File: config.mk
export PLATFORM = sky130hd
export DESIGN_NAME = axis_rr_packet_arbiter
export DESIGN_NICKNAME = d
export VERILOG_FILES = /design/src/rtl/axis_rr_packet_arbiter.sv
export SDC_FILE = /design/constraint.sdc
export NUM_CORES = 1
export LEC_CHECK = 0
export CAP_MARGIN = 20
export CORE_ASPECT_RATIO = 0.9
export CORE_MARGIN = 3
export CORE_UTILIZATION = 22
export CTS_BUF_LIST = sky130_fd_sc_hd__clkbuf_8 sky130_fd_sc_hd__clkbuf_16
export CTS_CLUSTER_SIZE = 12
export DETAILED_ROUTE_END_ITERATION = 8
export HOLD_SLACK_MARGIN = 0.1
export PLACE_DENSITY_LB_ADDON = 0.2
export SYNTH_ARGS = -nofsm -noshare
export SYNTH_HDL_FRONTEND = slang
export SYNTH_SLANG_ARGS = --single-unit
File: constraint.sdc
create_clock -name clk -period 2.4 [get_ports clk]
set_clock_uncertainty 0.1 [all_clocks]
set_input_delay 0.48 -clock clk [delete_from_list [all_inputs] [get_ports clk]]
set_output_delay 0.48 -clock clk [all_outputs]
set_load 0.005 [all_outputs]
File: src/rtl/axis_rr_packet_arbiter.sv
// rtl/axis_rr_packet_arbiter.sv - round-robin AXI-Stream arbiter merging NUM_PORTS sources into one sink
// Define ARB_PKT_LOCK_EN to hold the grant for a whole packet; otherwise arbitration rotates every beat.
module axis_rr_packet_arbiter #(
    parameter int NUM_PORTS  = 4,
    parameter int DATA_WIDTH = 32
) (
    input  logic                                clk,
    input  logic                                rst,
    input  logic [NUM_PORTS*DATA_WIDTH-1:0]     s_axis_tdata,
    input  logic [NUM_PORTS*DATA_WIDTH/8-1:0]   s_axis_tkeep,
    input  logic [NUM_PORTS-1:0]                s_axis_tlast,
    input  logic [NUM_PORTS-1:0]                s_axis_tvalid,
    output logic [NUM_PORTS-1:0]                s_axis_tready,
    output logic [DATA_WIDTH-1:0]               m_axis_tdata,
    output logic [DATA_WIDTH/8-1:0]             m_axis_tkeep,
    output logic                                m_axis_tlast,
    output logic                                m_axis_tvalid,
    input  logic                                m_axis_tready,
    output logic [$clog2(NUM_PORTS)-1:0]        grant_id,
    output logic                                busy
);

    localparam int KEEP_WIDTH = DATA_WIDTH / 8;
    localparam int IDX_WIDTH  = $clog2(NUM_PORTS);

    typedef logic [IDX_WIDTH-1:0] idx_t;

    typedef enum logic [1:0] {
        IDLE = 2'd0,
        HOLD = 2'd1,
        PKT  = 2'd2
    } state_t;

    state_t state;
    state_t state_n;
    idx_t   gnt;
    idx_t   gnt_n;
    idx_t   ptr;
    idx_t   ptr_n;
    idx_t   sel;
    idx_t   idx;
    logic   any_valid;
    logic   acc;
    logic   last_eff;

    function automatic idx_t wrap_add(input idx_t base, input int off);
        int sum;
        sum = (int'(base) + off) % NUM_PORTS;
        return idx_t'(sum);
    endfunction

    // Rotating priority search: the port after the last-served one wins.
    always_comb begin
        sel       = ptr;
        any_valid = 1'b0;
        for (int k = 1; k <= NUM_PORTS; k++) begin
            if (!any_valid && s_axis_tvalid[wrap_add(ptr, k)]) begin
                any_valid = 1'b1;
                sel       = wrap_add(ptr, k);
            end
        end
    end

    // While a beat is presented but stalled, the selection is frozen in gnt.
    assign idx = (state == IDLE) ? sel : gnt;

    assign m_axis_tdata  = s_axis_tdata[int'(idx)*DATA_WIDTH +: DATA_WIDTH];
    assign m_axis_tkeep  = s_axis_tkeep[int'(idx)*KEEP_WIDTH +: KEEP_WIDTH];
    assign m_axis_tlast  = s_axis_tlast[idx];
    assign m_axis_tvalid = !rst && s_axis_tvalid[idx];

    always_comb begin
        s_axis_tready = '0;
        if (!rst && (state != IDLE || any_valid)) begin
            s_axis_tready[idx] = m_axis_tready;
        end
    end

    assign grant_id = (state == IDLE && any_valid) ? sel : gnt;
    assign busy     = (state != IDLE);
    assign acc      = m_axis_tvalid && m_axis_tready;

`ifdef ARB_PKT_LOCK_EN
    assign last_eff = m_axis_tlast;
`else
    assign last_eff = 1'b1;
`endif

    always_comb begin
        state_n = state;
        gnt_n   = gnt;
        ptr_n   = ptr;
        case (state)
            IDLE: begin
                if (any_valid) begin
                    if (acc) begin
                        ptr_n = sel;
                        if (!last_eff) begin
                            state_n = PKT;
                            gnt_n   = sel;
                        end
                    end else begin
                        state_n = HOLD;
                        gnt_n   = sel;
                    end
                end
            end
            HOLD: begin
                if (acc) begin
                    ptr_n   = gnt;
                    state_n = last_eff ? IDLE : PKT;
                end
            end
            PKT: begin
                // Valid gaps from the granted source keep the grant.
                if (acc && last_eff) begin
                    state_n = IDLE;
                end
            end
            default: begin
                state_n = IDLE;
            end
        endcase
    end

    always_ff @(posedge clk) begin
        if (rst) begin
            state <= IDLE;
            gnt   <= '0;
            ptr   <= idx_t'(NUM_PORTS - 1);
        end else begin
            state <= state_n;
            gnt   <= gnt_n;
            ptr   <= ptr_n;
        end
    end

endmodule

# After elaboration in Yosys (flattened, before gate mapping)

Cells that the tools add are included.

Bits in read-only memories: 0
Word-level logic and storage cells: 77
Latch bits: 0
Register bits after elaboration: 6
Memory bits (writable): 0
Memories: 0
Input port bits: 155

Magnitude comparators: 6
Reductions and logical operators: 20
Equal/unequal tests: 7
Shift operators: 2
Bitwise operators: 2
Mux-type cells: 33
Add/sub/neg operators: 4
Div/mod/pow operators: 0
Multiply operators: 0

Operators with widths:

| cell                                                                                | number |
|---|---|
| 128-bit by 8-bit indexed part select with 32-bit output                             | 1 |
| 2-bit 2-to-1 mux                                                                    | 12 |
| 16-bit by 5-bit indexed part select with 4-bit output                               | 1 |
| 2-bit by 3-bit less-than comparator with 1-bit output, second input constant        | 5 |
| 1-bit binary-select mux with 2-bit select                                           | 6 |
| 1-bit 2-to-1 mux                                                                    | 11 |
| 1-bit logical AND                                                                   | 8 |
| 2-bit != test, second input constant                                                | 4 |
| 2-bit one-hot mux with 2 select lines                                               | 2 |
| 3-bit AND reduction                                                                 | 2 |
| 2-bit by 1-bit adder with 2-bit output, second input constant                       | 2 |
| 2-bit adder, second input constant                                                  | 2 |
| 4-bit bitwise AND                                                                   | 1 |
| 1-bit zero test                                                                     | 4 |
| 4-bit 2-to-1 mux                                                                    | 1 |
| 4-bit AND reduction                                                                 | 1 |
| 2-bit nonzero test                                                                  | 2 |
| 1-bit demux with 2-bit select                                                       | 1 |
| 2-bit by 1-bit == test with 1-bit output, second input constant                     | 1 |
| 2-bit == test, second input constant                                                | 1 |
| 2-bit by 1-bit greater-or-equal comparator with 1-bit output, second input constant | 1 |
| 2-bit zero test                                                                     | 1 |
| 2-bit by 1-bit != test with 1-bit output, second input constant                     | 1 |
| 2-bit OR reduction                                                                  | 1 |
| other kinds (2)                                                                     | 2 |

# Longest topological paths before layout

Depth in word-level cells: 21
Depth in mapped cells: 7
Depth with buffers taken out: 5

# Worst setup path before layout

OpenSTA, ideal clock, no wires.

Path kind: input to output
Start: input port s_axis_tvalid[1]
End: output port m_axis_tdata[10]
Path buffers: 2
Required time: 1.820 ns
Arrival time: 1.905 ns
Setup slack: -0.085 ns
Cell stages on the path: 6
Cells stage by stage: nor2b_1 -> nor3_1 -> o31a_1 -> buf_6 -> buf_6 -> mux4_2

Longest elaborated chain between the ends: 14
Elaborated cells between the ends (all ways): 23
Those cells by class: 1 x shift; 16 x mux; 6 x reduce/logical

RTL lines:

| element                                                     | line | source |
|---|---|---|
| start, declared                                             | 12   | `input logic [NUM_PORTS-1:0] s_axis_tvalid,` |
| 1-bit binary-select mux with 2-bit select                   | 57   | `if (!any_valid && s_axis_tvalid[wrap_add(ptr, k)]) begin` |
| 1-bit 2-to-1 mux (not written as such)                      | 57   |  |
| 1-bit 2-to-1 mux                                            | 57   |  |
| 1-bit zero test                                             | 57   |  |
| 1-bit logical AND                                           | 57   |  |
| 1-bit 2-to-1 mux                                            | 57   |  |
| 1-bit zero test                                             | 57   |  |
| 1-bit logical AND                                           | 57   |  |
| 1-bit 2-to-1 mux                                            | 57   |  |
| 1-bit zero test                                             | 57   |  |
| 1-bit logical AND                                           | 57   |  |
| 2-bit 2-to-1 mux (*)                                        | 57   |  |
| 2-bit 2-to-1 mux (*)                                        | 65   | `assign idx = (state == IDLE) ? sel : gnt;` |
| 128-bit by 8-bit indexed part select with 32-bit output (*) | 67   | `assign m_axis_tdata = s_axis_tdata[int'(idx)*DATA_WIDTH +: DATA_WIDTH];` |
| end, declared                                               | 14   | `output logic [DATA_WIDTH-1:0] m_axis_tdata,` |

Mark *: on every way between the ends. The rest lies on a longest branch, timed or not. The select of a mux whose other input is x is not followed.

# Final worst setup path

Start: input port s_axis_tvalid[3]
End: output port m_axis_tkeep[2]

Longest elaborated chain between the ends: 14
Elaborated cells between the ends (all ways): 23
Those cells by class: 1 x shift; 16 x mux; 6 x reduce/logical

RTL lines:

| element                                                   | line | source |
|---|---|---|
| 1-bit binary-select mux with 2-bit select                 | 57   |  |
| 1-bit 2-to-1 mux (not written as such)                    | 57   |  |
| 1-bit 2-to-1 mux                                          | 57   |  |
| 1-bit zero test                                           | 57   |  |
| 1-bit logical AND                                         | 57   |  |
| 1-bit 2-to-1 mux                                          | 57   |  |
| 1-bit zero test                                           | 57   |  |
| 1-bit logical AND                                         | 57   |  |
| 1-bit 2-to-1 mux                                          | 57   |  |
| 1-bit zero test                                           | 57   |  |
| 1-bit logical AND                                         | 57   |  |
| 2-bit 2-to-1 mux (*)                                      | 57   |  |
| 2-bit 2-to-1 mux (*)                                      | 65   |  |
| 16-bit by 5-bit indexed part select with 4-bit output (*) | 68   | `assign m_axis_tkeep = s_axis_tkeep[int'(idx)*KEEP_WIDTH +: KEEP_WIDTH];` |
| end, declared                                             | 15   | `output logic [DATA_WIDTH/8-1:0] m_axis_tkeep,` |

Marks and branches as above.

==> out/metrics.yaml <==
status:
  violations: "negative setup slack"
  outcome: "finished with violations"
finish:
  drive_gt1_frac: 0.4048
  n_antenna_cell: 0
  layout.nets: 487
  synthToLayoutAreaGrowth_pct: 180.4
pwr:
  ir_drop_v: 0.0003645
  pwr_density_cell_mw_per_mm2: 374.1
  power.static_leakage_nw: 1.530
global_routing:
  grt_max_degree: 19
  grt.total_usage: 0.2274
  grt_pass1_vias: 2012
  grt_pass1_wl_um: 12010
  antenna_found_initial: 0
  grt.overflow.total: 0
routing:
  wl_um: 8593
  first_iter_violations: 62
  drtAntennaViolNets: 0
  drt_pass1_iterations: 4
  viasPerCell: 4.973
  wl_per_cell_um: 21.43
  drc_errors: 0
  vias: 1994
cts:
  clk_latency_ps: 220
  numCtsBuffers: 3
  cts.path.max_buffers: 2
  path_clk_slew_ps: 40
  cts.sinks: 5
  cts_tree: "yes"
  htreeDepth: 1
  root_buffer: "clkbuf_8"
floorplan:
  die_x_um: 88.65
  fp-row-count: 26
  die_h_um: 80.39
  core_mm2: 0.005823
  initial_core_util: 0.2323
  io-pin-count: 200
  die_area_mm2: 0.007126
synthesis:
  ys.flop_type: "dfxtp_1"
  synthArstFlopShare: 0
  synth.distinct_cells: 30
  yosys_warnings: 0
  synth_cells: 106
  synth_edf_count: 0
  post-synth-top-count-cell: "mux4_2"
  syn-num-nets: 261
  synth_top_area_share: 0.6327
  yosysSeqAreaShare: 0.07401
  ys_top_cells_by_count: "mux4_2 (38), nor2_1 (11)"
  synth_area_per_cell_um2: 12.76
  synth_area_leader_cell: "mux4_2"
  synth-seq-cells: 5
  synth_area_leaders: "mux4_2 (63%), dfxtp_1 (7.4%), nor2_1 (3.1%)"
  syn-cell-area_mm2: 0.001353
hold_path:
  whs_endpoint: "ptr[0]$_SDFFE_PP1P_"
  hp-start: "ptr[0]$_SDFFE_PP1P_"
  holdPathStages: 2
  hp-class: "reg2reg"
setup_path:
  critPathTopFamily: "compound AO/OA/AOI/OAI gates"
  crit_type: "in2out"
  crit_arrival_ps: 2170
  crit_chain: "buf_8 -> nor2b_4 -> o21a_2 -> o41a_4 -> buf_12 -> mux4_2 -> buf_6"
  cp-end-kind: "output port"
  path_buf_inv: 3
  rr_endpoint: "ptr[0]$_SDFFE_PP1P_"
  cp_slowest_cell: "o41a_4"
  cp_max_fo: 6
  cp_data_required_time_ps: 1820
  r2r_cells: 7
  cp_slowest_stage_delay_ps: 590
  start_kind: "input port"
  r2r_setup_slack_ps: 410
  rr_startpoint: "ptr[0]$_SDFFE_PP1P_"
placed_design:
  place.gp.congestion: 0.8835
  place_worst_setup_slack_ps: -1014
  io_buffer_count: 199
  dpl.hpwl_um: 6952
sta:
  rsz0062_at_grt: "yes"
  fmax_ghz: 0.3641
  worst_slack_ps: -346.6
  worst_pin_slew_ps: 413.0
  report.final.hold_viol_count: 0
  maxSlewHeadroom: 0.7225
  timing.final.crit_share: 1.144
  slew_viol_final: 0
  setup_violations: 39
  period_needed_ps: 2747
  timing.hold.ws_ps: 480.3
job:
  drv_cap: 0
==> per-stage QoR <==
step,utilization,instance area [um2],std cells,power [mW],setup TNS (ps)
2_1_floorplan,-,1381,106,0.5620,0
3_3_place_gp,0.6135,3572,385,1.194,-40420
3_5_place_dp,0.6135,3572,385,1.206,-41080
4_1_cts,0.6298,3667,397,1.364,-12030
5_1_grt,0.6513,3792,401,1.502,-12790
6_report,0.6513,3792,401,1.419,-11710
==> what timing repair did <==
item	CTS	global route
pin swaps	6	7
setup buffers	3	3
cloned	5	1
resized for setup	199	23
setup endpoints to repair	44	44
hold buffers	0	0
hold endpoints to repair	0	0
==> state kept, by name, indices dropped and copies added (netlist names) <==
| register | cells |
|---|---|
| state | 1 |
| ptr | 2 |
| gnt | 2 |
==> layout by cell type, fill, tap and decap left out, drive strengths merged <==
| cell | count |
|---|---|
| clkbuf | 5 |
| dfxtp | 5 |
| or3b | 1 |
| o21ba | 1 |
| mux2i | 2 |
| nand3b | 4 |
| nor3 | 4 |
| mux2 | 1 |
| o31a | 1 |
| a2bb2oi | 1 |
| nand2 | 1 |
| o21ai | 1 |
| nand2b | 5 |
| nor2b | 5 |
| nor3b | 1 |
| nor4 | 1 |
| o41a | 1 |
| a211o | 1 |
| a21oi | 5 |
| or2 | 1 |
| o21a | 2 |
| inv | 1 |
| a211oi | 1 |
| nor2 | 11 |
| clkdlybuf4s50 | 152 |
| and2 | 1 |
| mux4 | 38 |
| clkdlybuf4s15 | 1 |
| nand3 | 1 |
| buf | 73 |
| dlymetal6s2s | 3 |
==> layer usage <==
layer,global-route usage,vias up,routed length [um]
li1,-,915,-
met1,0.2953,984,3525
met2,0.4117,91,4431
met3,0.04103,4,599
met4,0.006042,0,36
met5,0,-,0
==> layout make-up <==
| class | count | area [um2] |
|---|---|---|
| timing repair buffer | 231 | 2273 |
| fill | 465 | 2031 |
| multi-input combinational | 91 | 1285 |
| sequential | 5 | 101.3 |
| tap | 70 | 87.58 |
| clock buffer | 3 | 41.29 |
| clock inverter | 1 | 3.754 |
==> worst reg2reg max path, cell delays in order, from the launching register on <==
cell      delay, ps
dfxtp_2         400
nor2b_4          60
o21a_2          220
o41a_4          590
buf_16          200
buf_4           130
mux2i_1         120
nand2b_1         60
==> report_power, final <==
group          switching [mW]  internal [mW]
clock network          0.0421          0.110
registers              0.0108         0.0919
logic                   0.373          0.791
==> cell families after synthesis <==
group,Yosys count,synth area share
and+or+nand+nor,36,0.1462
buffers and inverters,10,0.04995
muxes,41,0.6559
AOI/OAI and AO/OA,14,0.07400
DFF,5,0.07401
==> worst max path at each step <==
stage | start | cells after the start | slack [ps] | endpoint
4_1_cts | s_axis_tvalid[3] | 7 | -340 | m_axis_tdata[21]
5_1_grt | s_axis_tvalid[1] | 7 | -370 | m_axis_tkeep[2]
6_report | s_axis_tvalid[3] | 7 | -350 | m_axis_tkeep[2]
3_5_place_dp | s_axis_tvalid[1] | 7 | -1010 | m_axis_tkeep[2]
2_1_floorplan | s_axis_tvalid[1] | 6 | 7 | m_axis_tdata[20]
3_3_place_gp | s_axis_tvalid[1] | 7 | -990 | m_axis_tdata[6]
Power figures use the tool's default switching activity.
